`src/rtl/timer_pkg.sv`:
```
// Shared definitions for the mm:ss timer core: FSM encoding, BCD digit limits
// and the preset digit check.
package timer_pkg;

   typedef enum logic [1:0] {
      ST_IDLE  = 2'd0,
      ST_RUN   = 2'd1,
      ST_PAUSE = 2'd2,
      ST_DONE  = 2'd3
   } state_e;

   localparam logic [3:0] BCD_MAX_UNITS    = 4'd9;
   localparam logic [3:0] BCD_MAX_TENS_SEC = 4'd5;

   function automatic logic bcd_digit_valid(input logic [3:0] digit, input logic [3:0] max_val);
      return (digit <= max_val);
   endfunction

endpackage

```
`src/rtl/mmss_timer_core_bcd_digit.sv`:
```
// Single BCD digit counting 0..MAX up or down, with a load port and
// carry/borrow flags that let the parent ripple steps within one cycle.
module bcd_digit
   import timer_pkg::*;
#(
   parameter logic [3:0] MAX = BCD_MAX_UNITS
) (
   input  logic       CLK,
   input  logic       RESET,
   input  logic       EN,
   input  logic       DIR,
   input  logic       LD,
   input  logic [3:0] LD_VAL,
   output logic [3:0] value,
   output logic       CARRY,
   output logic       BORROW
);

   logic [3:0] value_r;

   // Digit register: load has priority over a count step.
   always_ff @(posedge CLK or negedge RESET) begin
      if (!RESET) begin
         value_r <= 4'd0;
      end else if (LD) begin
         value_r <= LD_VAL;
      end else if (EN) begin
         if (DIR) begin
            value_r <= (value_r == MAX) ? 4'd0 : value_r + 4'd1;
         end else begin
            value_r <= (value_r == 4'd0) ? MAX : value_r - 4'd1;
         end
      end
   end

   assign value  = value_r;
   assign CARRY  = DIR & (value_r == MAX);
   assign BORROW = ~DIR & (value_r == 4'd0);

endmodule

```
`src/rtl/mmss_timer_core.sv`:
```
// mm:ss up/down timer: run/pause/done FSM, validated BCD preset, stop-or-wrap
// terminal policy and tick prescaler. TIME_BCD is {minutes, sec tens, sec units}.
module mmss_timer_core
   import timer_pkg::*;
#(
   parameter int TICK_DIV   = 12000000,
   parameter int MIN_DIGITS = 2,
   parameter int WRAP_MODE  = 0
) (
   input  logic                      CLK,
   input  logic                      RESET,
   input  logic                      START,
   input  logic                      STOP,
   input  logic                      CLEAR,
   input  logic                      LOAD,
   input  logic                      DIR,
   input  logic [4*MIN_DIGITS-1:0]   LOAD_MIN,
   input  logic [7:0]                LOAD_SEC,
   output logic [4*MIN_DIGITS+7:0]   TIME_BCD,
   output logic [1:0]                STATE,
   output logic                      RUNNING,
   output logic                      DONE,
   output logic                      TICK,
   output logic                      WRAP,
   output logic                      LOAD_ERR
);

   localparam int             NDIG       = MIN_DIGITS + 2;
   localparam int             TW         = 4 * NDIG;
   localparam int             PW         = $clog2(TICK_DIV);
   localparam logic [PW-1:0]  PRESC_LAST = PW'(TICK_DIV - 1);
   localparam logic           WRAP_EN    = (WRAP_MODE != 0);

   state_e          state_r;
   logic [PW-1:0]   presc_r;
   logic            tick_r;
   logic            wrap_r;
   logic            load_err_r;

   logic [TW-1:0]   time_s;
   logic [TW-1:0]   load_val_s;
   logic [TW-1:0]   ld_val_s;
   logic [NDIG-1:0] en_s;
   logic [NDIG-1:0] carry_s;
   logic [NDIG-1:0] borrow_s;
   logic [NDIG-1:0] is_max_s;
   logic [NDIG-1:0] is_zero_s;
   logic [NDIG-1:0] valid_s;

   logic hi_zero_s, hi_max_s, term_down_s, term_up_s, near_down_s, near_up_s;
   logic load_valid_s, load_acc_s, load_ok_s, stop_s, start_s, tick_s;
   logic at_term_s, hold_s, step_s, reach_s, wrap_s, digit_ld_s;

   assign load_val_s = {LOAD_MIN, LOAD_SEC};

   // Digit 0 = seconds units, digit 1 = seconds tens, the rest are minutes.
   for (genvar i = 0; i < NDIG; i++) begin : g_digit
      localparam logic [3:0] DMAX = (i == 1) ? BCD_MAX_TENS_SEC : BCD_MAX_UNITS;

      bcd_digit #(.MAX(DMAX)) u_digit (
         .CLK    (CLK),
         .RESET  (RESET),
         .EN     (en_s[i]),
         .DIR    (DIR),
         .LD     (digit_ld_s),
         .LD_VAL (ld_val_s[4*i +: 4]),
         .value  (time_s[4*i +: 4]),
         .CARRY  (carry_s[i]),
         .BORROW (borrow_s[i])
      );

      assign is_max_s[i]  = (time_s[4*i +: 4] == DMAX);
      assign is_zero_s[i] = (time_s[4*i +: 4] == 4'd0);
      assign valid_s[i]   = bcd_digit_valid(load_val_s[4*i +: 4], DMAX);

      if (i == 0) begin : g_first
         assign en_s[i] = step_s;
      end else begin : g_ripple
         assign en_s[i] = en_s[i-1] & (carry_s[i-1] | borrow_s[i-1]);
      end
   end

   // One step away from a terminal: 00:01 going down, max-1 going up.
   assign hi_zero_s    = &is_zero_s[NDIG-1:1];
   assign hi_max_s     = &is_max_s[NDIG-1:1];
   assign term_down_s  = hi_zero_s & is_zero_s[0];
   assign term_up_s    = hi_max_s & is_max_s[0];
   assign near_down_s  = hi_zero_s & (time_s[3:0] == 4'd1);
   assign near_up_s    = hi_max_s & (time_s[3:0] == 4'd8);
   assign load_valid_s = &valid_s;

   // Command decode in priority order CLEAR > LOAD > STOP > START > tick.
   always_comb begin
      load_acc_s = 1'b0;
      load_ok_s  = 1'b0;
      stop_s     = 1'b0;
      start_s    = 1'b0;
      tick_s     = 1'b0;
      if (CLEAR) begin
         load_acc_s = 1'b0;
      end else if (LOAD && (state_r != ST_RUN)) begin
         load_acc_s = 1'b1;
         load_ok_s  = load_valid_s;
      end else if (STOP && (state_r == ST_RUN)) begin
         stop_s = 1'b1;
      end else if (START && (state_r == ST_PAUSE)) begin
         start_s = 1'b1;
      end else if (START && (state_r == ST_IDLE)) begin
         start_s = ~(~DIR & term_down_s & ~WRAP_EN);
      end else if (state_r == ST_RUN) begin
         tick_s = (presc_r == PRESC_LAST);
      end else begin
         tick_s = 1'b0;
      end
   end

   // Step qualification: stop mode refuses to step past a terminal value.
   always_comb begin
      at_term_s  = DIR ? term_up_s : term_down_s;
      hold_s     = tick_s & at_term_s & ~WRAP_EN;
      step_s     = tick_s & ~hold_s;
      reach_s    = tick_s & ~WRAP_EN & (DIR ? near_up_s : near_down_s);
      wrap_s     = tick_s & WRAP_EN & at_term_s;
      digit_ld_s = CLEAR | load_ok_s;
      if (CLEAR) begin
         ld_val_s = {TW{1'b0}};
      end else begin
         ld_val_s = load_val_s;
      end
   end

   // FSM, prescaler and registered pulse outputs.
   always_ff @(posedge CLK or negedge RESET) begin
      if (!RESET) begin
         state_r    <= ST_IDLE;
         presc_r    <= {PW{1'b0}};
         tick_r     <= 1'b0;
         wrap_r     <= 1'b0;
         load_err_r <= 1'b0;
      end else begin
         tick_r     <= tick_s;
         wrap_r     <= wrap_s;
         load_err_r <= load_acc_s & ~load_valid_s;
         if (CLEAR) begin
            state_r <= ST_IDLE;
            presc_r <= {PW{1'b0}};
         end else if (load_acc_s) begin
            if (load_ok_s) begin
               presc_r <= {PW{1'b0}};
               state_r <= (state_r == ST_PAUSE) ? ST_PAUSE : ST_IDLE;
            end
         end else if (stop_s) begin
            state_r <= ST_PAUSE;
         end else if (start_s) begin
            if (state_r == ST_IDLE) begin
               presc_r <= {PW{1'b0}};
            end
            state_r <= ST_RUN;
         end else if (state_r == ST_RUN) begin
            if (tick_s) begin
               presc_r <= {PW{1'b0}};
               if (hold_s || reach_s) begin
                  state_r <= ST_DONE;
               end
            end else begin
               presc_r <= presc_r + PW'(1);
            end
         end
      end
   end

   assign TIME_BCD = time_s;
   assign STATE    = state_r;
   assign RUNNING  = (state_r == ST_RUN);
   assign DONE     = (state_r == ST_DONE);
   assign TICK     = tick_r;
   assign WRAP     = wrap_r;
   assign LOAD_ERR = load_err_r;

endmodule

```
`config.mk`:
```
export PLATFORM = sky130hd
export DESIGN_NAME = mmss_timer_core
export DESIGN_NICKNAME = d
export VERILOG_FILES = /design/src/rtl/timer_pkg.sv /design/src/rtl/mmss_timer_core_bcd_digit.sv /design/src/rtl/mmss_timer_core.sv
export SDC_FILE = /design/constraint.sdc
export NUM_CORES = 1
export LEC_CHECK = 0
export ABC_AREA = 1
export CAP_MARGIN = 30
export CORE_UTILIZATION = 35
export DETAILED_ROUTE_END_ITERATION = 10
export PLACE_DENSITY = 0.56
export SLEW_MARGIN = 40
export SYNTH_ARGS = -nofsm -noshare
export SYNTH_HDL_FRONTEND = slang
export SYNTH_HIERARCHICAL = 1
export SYNTH_SLANG_ARGS = --single-unit
```
`constraint.sdc`:
```
create_clock -name CLK -period 5.39 [get_ports CLK]
set_clock_uncertainty 0.2 [all_clocks]
set_input_delay 0.539 -clock CLK [delete_from_list [all_inputs] [get_ports CLK]]
set_output_delay 0.539 -clock CLK [all_outputs]
set_load 0.03 [all_outputs]
```
Yosys cells after proc, flatten, opt, wreduce, memory -nomap -nowiden:

Index checks and enable logic that the tools add are counted.

* eq/ne operators: 14
* $lt $le $gt $ge: 4
* reduce and logical (&&, ||, !) cells: 23
* shifts and indexed selects: 0
* bitwise gates (word level): 26
* mux-type cells: 58
* add/subtract/negate cells: 9
* $mul: 0
* div/mod/pow operators: 0

Operator list (count)
* 2-to-1 mux 24 bit: 8
* 2-to-1 mux 4 bit: 20
* adder 24 x 1 -> 24 bit, second input constant: 1
* equality test 24 bit, second input constant: 1
* 2-to-1 mux 1 bit: 20
* bitwise AND 1 bit: 18
* 2-to-1 mux 2 bit: 9
* adder 4 x 1 -> 4 bit, second input constant: 4
* equality test 4 bit, second input constant: 4
* zero test 4 bit: 4
* 2-to-1 mux 16 bit: 1
* subtractor 4 x 1 -> 4 bit, second input constant: 4
* nonzero test 5 bit: 3
* <= comparator 4 bit, second input constant: 3
* AND reduction 4 bit: 3
* nonzero test 2 bit: 4
* AND reduction 3 bit: 2
* equality test 2 bit, second input constant: 2
* equality test 4 x 1 -> 1 bit, second input constant: 1
* equality test 4 x 3 -> 1 bit, second input constant: 1
* <= comparator 4 x 3 -> 1 bit, second input constant: 1
* logical AND 1 bit: 4
* != test 4 x 3 -> 1 bit, second input constant: 1
* inverter 1 bit: 4
* other kinds (8): 11

* input bits: 23
* memories kept: 0
* output and inout port bits: 23
* bits in writable memories: 0
* memory bits (read-only): 0
* latch bits: 0
* flip-flop bits (word level): 44
* word-level logic and storage cells: 142

Logic depth before layout (Yosys ltp):

Gate-level depths: netlist of run 1.

* word-level depth: 16
* gate-level depth with buffers: 15
* gate-level depth less buffers: 14

Hierarchy:

Netlist of run 1, hierarchy kept.

Modules (own cells, without submodules)
* mmss_timer_core: times used 1, sequential area each 700.7 µm², cells an instance 432, area an instance 2548.7 µm²
* bcd_digit at g_digit[0].u_digit ...: times used 3, sequential area each 100.1 µm², cells an instance 57, area an instance 336.6 µm²
* bcd_digit at g_digit[1].u_digit: times used 1, sequential area each 100.1 µm², cells an instance 53, area an instance 321.6 µm²

Worst setup path before layout of run 1:

OpenSTA, ideal clock, no wires.

* kind: register to register
* start point: register state_r[0] (netlist: STATE[0])
* end point: register g_digit[1].u_digit.value_r[0]
* arrival time: 2.704 ns
* buffers on the path: 0
* slack: 2.342 ns
* period minus slack after synthesis: 3.048 ns
* cell stages (with the launch flop): 9
* setup time: 0.144 ns
* data required time: 5.046 ns
* cells stage by stage: dfrtp_1 -> inv_2 -> nor2_4 -> inv_2 -> nand2_2 -> o21ai_0 -> nor2_1 -> a22oi_1 -> o21ai_0

* word-level cells in the longest chain between the ends: 12
* elaborated cells on any way between the ends: 23
* those cells by class: eq/ne: 3; mux: 9; bitwise: 5; reduce/logical: 6

Ends and longest elaborated chain
* start: declaration: line mmss_timer_core.sv:34 `state_e state_r;`
* start signal: assignment: line mmss_timer_core.sv:150 `state_r <= (state_r == ST_PAUSE) ? ST_PAUSE : ST_IDLE;`
* equality test 2 x 1 -> 1 bit *
* via RUNNING: line mmss_timer_core.sv:21 `output logic RUNNING,`
* 2-to-1 mux 1 bit: line mmss_timer_core.sv:110 `end else if (state_r == ST_RUN) begin`
* 2-to-1 mux 1 bit: line mmss_timer_core.sv:108 `end else if (START && (state_r == ST_IDLE)) begin`
* 2-to-1 mux 1 bit: line mmss_timer_core.sv:106 `end else if (START && (state_r == ST_PAUSE)) begin`
* 2-to-1 mux 1 bit *: line mmss_timer_core.sv:104 `end else if (STOP && (state_r == ST_RUN)) begin`
* 2-to-1 mux 1 bit *: line mmss_timer_core.sv:101 `end else if (LOAD && (state_r != ST_RUN)) begin`
* 2-to-1 mux 1 bit *: line mmss_timer_core.sv:99 `if (CLEAR) begin`
* bitwise AND 1 bit: line mmss_timer_core.sv:120 `hold_s = tick_s & at_term_s & ~WRAP_EN;`
* inverter 1 bit: line mmss_timer_core.sv:121 `step_s = tick_s & ~hold_s;`
* bitwise AND 1 bit *: line mmss_timer_core.sv:121
* bitwise AND 1 bit *: line mmss_timer_core.sv:79 `assign en_s[i] = en_s[i-1] & (carry_s[i-1] | borrow_s[i-1]);`
* nonzero test 2 bit (no source line) *
* end signal: assignment: line mmss_timer_core_bcd_digit.sv:29 `value_r <= (value_r == MAX) ? 4'd0 : value_r + 4'd1;`
* end signal: assignment: line mmss_timer_core_bcd_digit.sv:31 `value_r <= (value_r == 4'd0) ? MAX : value_r - 4'd1;`
* end: declaration: line mmss_timer_core_bcd_digit.sv:19 `logic [3:0] value_r;`

Mark *: on every way through the listed nets, which the timed path passes. The rest lies on a longest branch.
A chain may end at the register's enable or synchronous reset.

Worst setup path in the final report of run 1:

* start point: register presc_r[0]
* end point: register g_digit[3].u_digit.value_r[0]

* word-level cells in the longest chain between the ends: 14

Ends and longest elaborated chain
* start: declaration: line mmss_timer_core.sv:35 `logic [PW-1:0] presc_r;`
* start signal: assignment: line mmss_timer_core.sv:136 `presc_r <= {PW{1'b0}};`
* start signal: assignment: line mmss_timer_core.sv:146 `presc_r <= {PW{1'b0}};`
* start signal: assignment: line mmss_timer_core.sv:149 `presc_r <= {PW{1'b0}};`
* equality test 24 bit *: line mmss_timer_core.sv:111 `tick_s = (presc_r == PRESC_LAST);`
* 2-to-1 mux 1 bit *: line mmss_timer_core.sv:110
* 2-to-1 mux 1 bit *: line mmss_timer_core.sv:108
* 2-to-1 mux 1 bit *: line mmss_timer_core.sv:106
* 2-to-1 mux 1 bit *: line mmss_timer_core.sv:104
* 2-to-1 mux 1 bit *: line mmss_timer_core.sv:101
* 2-to-1 mux 1 bit *: line mmss_timer_core.sv:99
* bitwise AND 1 bit: line mmss_timer_core.sv:120
* inverter 1 bit: line mmss_timer_core.sv:121
* bitwise AND 1 bit *: line mmss_timer_core.sv:121
* via en_s[0]: line mmss_timer_core.sv:43 `logic [NDIG-1:0] en_s;`
* bitwise AND 1 bit * (3 in a row): line mmss_timer_core.sv:79
* via en_s[3]: line mmss_timer_core.sv:43
* nonzero test 2 bit (no source line) *
* end signal: assignment: line mmss_timer_core_bcd_digit.sv:29
* end signal: assignment: line mmss_timer_core_bcd_digit.sv:31
* end: declaration: line mmss_timer_core_bcd_digit.sv:19

Marks and branches as above.

==> results by group, run 1 <==
Cells and area
  – Design Area, Final: about 4500 sq um
  – Layout cells sized above 1: 0.0576
  – Nets: around 720
  – Finished Core Util: 0.418
  – Fin cells: 834
  – Area grow syn2layout: 16.5%
  – # diodes: 0

Setup path
  – Worst setup EP type: flop
  – Critical path fanouts, max: 6
  – Worst reg2reg path depth: 11
  – R2r endpoint: g_digit[3].u_digit/value[0]$_DFFE_PN0P_
  – Class of the most critical setup path: reg2reg
  – Crit path arrival time: 2.75 ns
  – Setup crit start kind: flop
  – Crit-path cells: ha_1 > nand3_1 > inv_1 > nand2_1 > nand3b_1 > nor2_1 > o21ai_0 > nor3_1 > nor2_1 > a22oi_1 > o21ai_0
  – Critical path's slowest cell: dfrtp_1
  – Register-to-register setup slack: roughly 2.6 ns
  – Worst path required time: 5.38 ns
  – R2R Path Start: presc_r[0]$_DFFE_PN0P_
  – Max stage delay on crit path: around 0.47 ns

Timing
  – Unrepaired setup endpoints after global routing: false
  – Worst Setup Slack, final: 2.64 ns
  – Tightest Pin Transition: roughly 0.61 ns
  – Final setup TNS: 0 ns
  – Min cycle time layout: approximately 2.8 ns
  – Tcrit/Tclk final: 0.511
  – Relative slew slack: 0.595
  – Fmax: approximately 360 MHz
  – Final hold violations: 0
  – Final setup viols: 0
  – Slew Viols, Final: 0

Floorplan
  – Die ar.: 11500 sq um
  – Ports: 46
  – Die Span X: 107 um
  – Core area: 10800 sq um
  – Initial Util: 0.359
  – Die height: ~110 um
  – Row count: 38

Power and ir drop
  – Max VDD drop: 0.229 mV
  – Pleak: 0.00230 uW
  – Total power per unit cell area: about 240 nW/um^2

Route
  – Length of the first detailed-routing pass in iterations: 6
  – Via/cell ratio: 4.87
  – DRC viols: 0
  – DRT Wirelength: 10600 um
  – Detailed-route via count: slightly above 4000
  – Antenna-violating nets left: 0
  – 1st-iter DRT viols: 196
  – Wire per inst: ~13 um

Global routing
  – Grt total ovfl: 0
  – Global-route wire length before repair: roughly 18000 um
  – GRT Util Overall: 0.195
  – Antenna violations before repair: 0
  – Vias in the first global route: 3800
  – Largest net degree at the start of global routing: 45

Logic synthesis
  – Post-Syn Instances: 654
  – Avg Cell Area, Syn: 5.92 sq um
  – Syn Nets: 678
  – Yosys Warn Count: 6
  – Netlist Area Pre-Place: 3870 sq um

Clock tree
  – TritonCTS clock tree: built
  – Total CTS buffers: 5
  – Clock Path Buffers: 2
  – Number of buffers added for setup after CTS: 0
  – CTS clock-pin slew for the worst setup and hold paths: about 0.10 ns
  – Root Buffer: clkbuf_8
  – Post-CTS resize count: 0
  – Worst-Skew Late Latency: 0.31 ns
  – # hold bufs at CTS: 0
  – Clock sink count: 44
  – # H-tree levels: 2

Worst hold path
  – Hold/Removal Path Class: in2async

Run status
  – Outcome: finished clean

Place
  – DP Area: between 4000 and 5000 sq um
  – IO buf count: between 40 and 50
  – Dpl ws: 1.95 ns
  – Gpl congestion: just under 0.9
  – Inst Count DP: 826
  – DP Wirelength: 7840 um

Run
  – Max Cap Violations: 0
[stage by stage]
step / hold WS, ns / total power [uW]
2_1_floorplan: 0.0434 / 693
3_3_place_gp: 0.337 / 810
3_5_place_dp: 0.339 / 813
4_1_cts: 0.0447 / 1090
5_1_grt: 0.0672 / 1150
6_report: 0.0279 / 1080
[cells in the final DEF, fill, tap and decap left out, drive strengths merged]
cell type / n
nand2: 215
nor2: 129
inv: 90
nand3: 47
dfrtp: 44
clkdlybuf4s50: 42
o21ai: 42
nand4: 15
xor2: 14
a22oi: 12
a21oi: 11
nor3: 5
clkbuf: 5
clkinv: 5
buf: 4
nand3b: 3
xnor2: 3
o21bai: 2
or2: 1
o31ai: 1
nor3b: 1
ha: 1
conb: 1
bufinv: 1
[cell type report]
cell class / instances / area [sq um]
clock buffers: 5 / 68.8
flip-flops and latches: 44 / 1100
multi-input cells: 503 / 2320
repair buffers: 46 / 448
clock inverters: 3 / 47.5
well taps: 140 / 175
inverters: 93 / 349
fillers: 1175 / 6280
[routing by layer]
metal	vias up	share of wire	wire length, um	global-route usage
met5	-	0	0	0
met4	0	0.0089	94	0.0391
met3	8	0.045	473	0.0261
met2	92	0.45	4720	0.316
met1	1850	0.50	5280	0.277
li1	2111	-	-	-
[power breakdown]
part / total (uW) / switching (uW) / internal [uW]
Combinational: 401 / 269 / 131
Sequential: 408 / 52.5 / 355
Clock: 271 / 131 / 140
Total: 1080 / 453 / 626
[flip-flops by register name (all words and copies together), names as in the netlist]
signal                 cells
presc_r                   24
g_digit.u_digit/value     16
STATE                      2
TICK                       1
LOAD_ERR                   1
[worst max-delay path, delay by kind of cell, from the launching register on]
family | cells | cell delay, ns
buf+inv | 1 | 0.12
fa+ha+maj | 1 | 0.28
flops | 1 | 0.47
simple gates | 6 | 1.12
compound gates | 3 | 0.45
[how the worst max path moves through the flow]
stage	start	to	slack (ns)	cells past startpoint
6_report	presc_r[0]$_DFFE_PN0P_	g_digit[3].u_digit/value[0]$_DFFE_PN0P_	2.64	11
5_1_grt	presc_r[0]$_DFFE_PN0P_	g_digit[3].u_digit/value[0]$_DFFE_PN0P_	2.37	11
4_1_cts	CLEAR	g_digit[3].u_digit/value[0]$_DFFE_PN0P_	2.28	11
3_5_place_dp	CLEAR	g_digit[3].u_digit/value[0]$_DFFE_PN0P_	1.95	11
3_3_place_gp	CLEAR	g_digit[3].u_digit/value[0]$_DFFE_PN0P_	2.12	11
2_1_floorplan	STATE[0]$_DFFE_PN0P_	g_digit[1].u_digit/value[0]$_DFFE_PN0P_	2.34	8
Note: power is estimated with default switching activity, not from simulation.
==> inputs of run 2 (changes only) <==
--- a/config.mk
+++ b/config.mk
@@ -9,7 +9,7 @@
 export CAP_MARGIN = 30
 export CORE_UTILIZATION = 35
 export DETAILED_ROUTE_END_ITERATION = 10
-export PLACE_DENSITY = 0.56
+export PLACE_DENSITY = 0.58
 export SLEW_MARGIN = 40
 export SYNTH_ARGS = -nofsm -noshare
 export SYNTH_HDL_FRONTEND = slang
==> constraint.sdc (replaced) <==
create_clock -name CLK -period 2.5 [get_ports CLK]
set_clock_uncertainty 0.2 [all_clocks]
set_input_delay 0.25 -clock CLK [delete_from_list [all_inputs] [get_ports CLK]]
set_output_delay 0.25 -clock CLK [all_outputs]
set_load 0.03 [all_outputs]
==> run 2 against run 1 <==
Compared with the run above: sequential cell count unchanged; critical path type unchanged; via count increased by 4.5%; first-iteration DRC count increased by 57%; final area increased by 7.0%; power increased by 120%; combinational power increased to 2.6 times the previous value; register-to-register slack got worse by 2.4 ns; routed wire length increased by 9.0%.
==> results by group, run 2 (synthesis gave the netlist of run 1 again) <==
Setup path
  – Worst Setup EP: g_digit[1].u_digit/value[1]$_DFFE_PN0P_ (was g_digit[3].u_digit/value[0]$_DFFE_PN0P_)
  – CP Launch Point: g_digit[1].u_digit/value[1]$_DFFE_PN0P_ (was presc_r[0]$_DFFE_PN0P_)
  – Worst setup EP type: flop (unchanged)
  – Crit path arrival time: 2.30 ns (was 2.75 ns)
  – Worst path most repeated cell: nor2_1
  – R2R Path Start: g_digit[1].u_digit/value[1]$_DFFE_PN0P_ (was presc_r[0]$_DFFE_PN0P_)
  – Crit-path cells: or2_2 > nor2_1 > nand3_1 > nand2_1 > nor2_1 > o21ai_1 > inv_1 > nor2_1 > nor2_1 > nand2_1 > nand2_1 (was ha_1 > nand3_1 > inv_1 > nand2_1 > nand3b_1 > nor2_1 > o21ai_0 > nor3_1 > nor2_1 > a22oi_1 > o21ai_0)
  – Worst path required time: 2.50 ns (was 5.38 ns)
  – Register-to-register setup slack: 0.20 ns (was 2.64 ns)
  – Max stage delay on crit path: 0.49 ns (was 0.47 ns)
  – R2r endpoint: g_digit[1].u_digit/value[1]$_DFFE_PN0P_ (was g_digit[3].u_digit/value[0]$_DFFE_PN0P_)
  – Top Family by Delay on Critical Path: simple AND/OR/NAND/NOR gates (unchanged)
  – Critical path fanouts, max: 7 (was 6)
  – Levels on crit path: 11 (unchanged)
  – Worst reg2reg path depth: 11 (unchanged)
  – Class of the most critical setup path: reg2reg (unchanged)
  – WP buf/inv: 1 (unchanged)
  – Critical path's slowest cell: dfrtp_1 (unchanged)
  – Setup crit start kind: flop (unchanged)

Cells and area
  – # diodes: 0 (unchanged)
  – Design Area, Final: 4830 sq um (was 4510 sq um)
  – Nets: 758 (was 717)
  – Max reg flops: 24 (unchanged)
  – Leading cell types in the layout, fill and taps excluded: nand2_1 (205), nor2_1 (122), inv_1 (85) (unchanged)
  – Layout cells sized above 1: 0.109 (was 0.0576)
  – Fillers: 1105 (was 1175)
  – Area grow syn2layout: 24.7% (was 16.5%)
  – Most common cell after layout, fill and taps aside: nand2_1 (unchanged)
  – Most flop-heavy register: presc_r (unchanged)
  – Finished Core Util: 0.447 (was 0.418)

Route
  – DRC viols: 0 (unchanged)
  – Antenna-violating nets left: 0 (unchanged)
  – Wire per inst: 13.2 um (was 12.7 um)
  – Detailed-route via count: 4244 (was 4061)
  – Length of the first detailed-routing pass in iterations: 7 (was 6)
  – Via/cell ratio: 4.86 (was 4.87)
  – 1st-iter DRT viols: 308 (was 196)
  – DRT Wirelength: 11500 um (was 10600 um)

Worst hold path
  – Hold/Removal Path Class: reg2reg (was in2async)

Global routing
  – GR Util met3: 0.0182 (was 0.0261)
  – Antenna violations before repair: 0 (unchanged)
  – Met2 Track Usage GR: 0.338 (was 0.316)
  – GRT Util Overall: 0.214 (was 0.195)
  – Vias in the first global route: 4090 (was 3800)
  – Largest net degree at the start of global routing: 45 (unchanged)
  – Grt total ovfl: 0 (unchanged)
  – Gr busiest metal: met2 (unchanged)
  – M1 GR Usage: 0.319 (was 0.277)
  – Global-route wire length before repair: 19700 um (was 18200 um)

Clock tree
  – # H-tree levels: 2 (unchanged)
  – TritonCTS clock tree: built (unchanged)
  – Clock sink count: 44 (unchanged)
  – Root Buffer: clkbuf_8 (unchanged)
  – CTS clock-pin slew for the worst setup and hold paths: 0.08 ns (was 0.10 ns)
  – Clock Path Buffers: 2 (unchanged)
  – Worst-Skew Late Latency: 0.30 ns (was 0.31 ns)
  – Total CTS buffers: 5 (unchanged)
  – Number of buffers added for setup after CTS: 0 (unchanged)

Floorplan
  – Die ar.: 11500 sq um (unchanged)
  – Die Span X: 107 um (unchanged)
  – Row count: 38 (unchanged)
  – Initial Util: 0.359 (unchanged)
  – Ports: 46 (unchanged)
  – Core area: 10800 sq um (unchanged)
  – Die height: 107 um (unchanged)

Timing
  – Min cycle time layout: 2.30 ns (was 2.75 ns)
  – Slew Viols, Final: 0 (unchanged)
  – Tcrit/Tclk final: 0.921 (was 0.511)
  – Final setup viols: 0 (unchanged)
  – Tightest Pin Transition: 0.582 ns (was 0.607 ns)
  – Fmax: 435 MHz (was 363 MHz)
  – WHS: 0.341 ns (was 0.0279 ns)
  – Unrepaired setup endpoints after global routing: false (unchanged)
  – Final hold violations: 0 (unchanged)
  – Relative slew slack: 0.612 (was 0.595)

Power and ir drop
  – Pleak: 0.00251 uW (was 0.00230 uW)
  – Max VDD drop: 0.434 mV (was 0.229 mV)
  – Total power per unit cell area: 487 nW/um^2 (was 239 nW/um^2)

Place
  – DP Wirelength: 8740 um (was 7840 um)
  – IO buf count: 44 (unchanged)
  – DP Area: 4710 sq um (was 4400 sq um)
  – Gpl congestion: 0.889 (was 0.865)

Run
  – Max Cap Violations: 0 (unchanged)

Run status
  – Outcome: finished clean (unchanged)
## run 2: cell types whose count changed in the layout (fill, tap and decap cells not counted), sizes merged
cell	before	now
buf	4	43
bufinv	1	0
clkbuf	5	7
clkdlybuf4s50	42	43
clkinv	5	3
dlygate4sd3	0	1
## run 2: report_power, final
part	switching (uW)	internal [uW]
logic	669	362
clock network	250	247
registers	58.3	766
total	977	1380
## run 2: metal layers
| metal | part of all wire | up-vias |
|---|---|---|
| li1 | - | 2195 |
| met1 | 0.52 | 1932 |
| met2 | 0.43 | 109 |
| met3 | 0.045 | 8 |
| met4 | 0.0071 | 0 |
| met5 | 0 | - |
## run 2: how the worst min path moves through the flow
stage,startpoint,end,depth (start not counted)
3_3_place_gp,RESET,presc_r[4]$_DFFE_PN0P_,2
2_1_floorplan,RESET,LOAD_ERR$_DFF_PN0_,0
6_report,presc_r[1]$_DFFE_PN0P_,presc_r[1]$_DFFE_PN0P_,2
3_5_place_dp,RESET,presc_r[4]$_DFFE_PN0P_,2
5_1_grt,g_digit[2].u_digit/value[3]$_DFFE_PN0P_,g_digit[2].u_digit/value[3]$_DFFE_PN0P_,2
4_1_cts,presc_r[1]$_DFFE_PN0P_,presc_r[1]$_DFFE_PN0P_,2
## run 2: timing repair
item | in CTS | in global routing
hold endpoints to repair | 44 | 0
hold buffers | 1 | 0
gates resized for setup | 0 | 2
setup endpoints to repair | 0 | 5
## run 2: final cells by class
type | instances | area [sq um] | area share
Multi-Input combinational cell | 503 | 2330 | 0.483
Tap cell | 140 | 175 | 0.0363
Clock buffer | 7 | 96.3 | 0.0200
Timing Repair Buffer | 87 | 773 | 0.160
Sequential cell | 44 | 1100 | 0.228
Inverter | 93 | 349 | 0.0723
## run 2: metrics by stage
stage / total power, uW / cells / worst slack, ns / setup TNS [ns]
3_3_place_gp: 1850 / 866 / -0.0258 / -0.0475
4_1_cts: 2370 / 874 / 0.0569 / 0
3_5_place_dp: 1870 / 866 / -0.0584 / -0.138
5_1_grt: 2520 / 874 / 0.0332 / 0
6_report: 2350 / 874 / 0.199 / 0
2_1_floorplan: 1500 / 654 / 0.134 / 0
## run 2: worst reg2reg max path, delay by kind of cell, from the launching register on
| kind | cells | cell delay, ns |
|---|---|---|
| and+or+nand+nor | 9 | 1.23 |
| DFF | 1 | 0.49 |
| AOI/OAI and AO/OA | 1 | 0.18 |
| buffers and inverters | 1 | 0.10 |
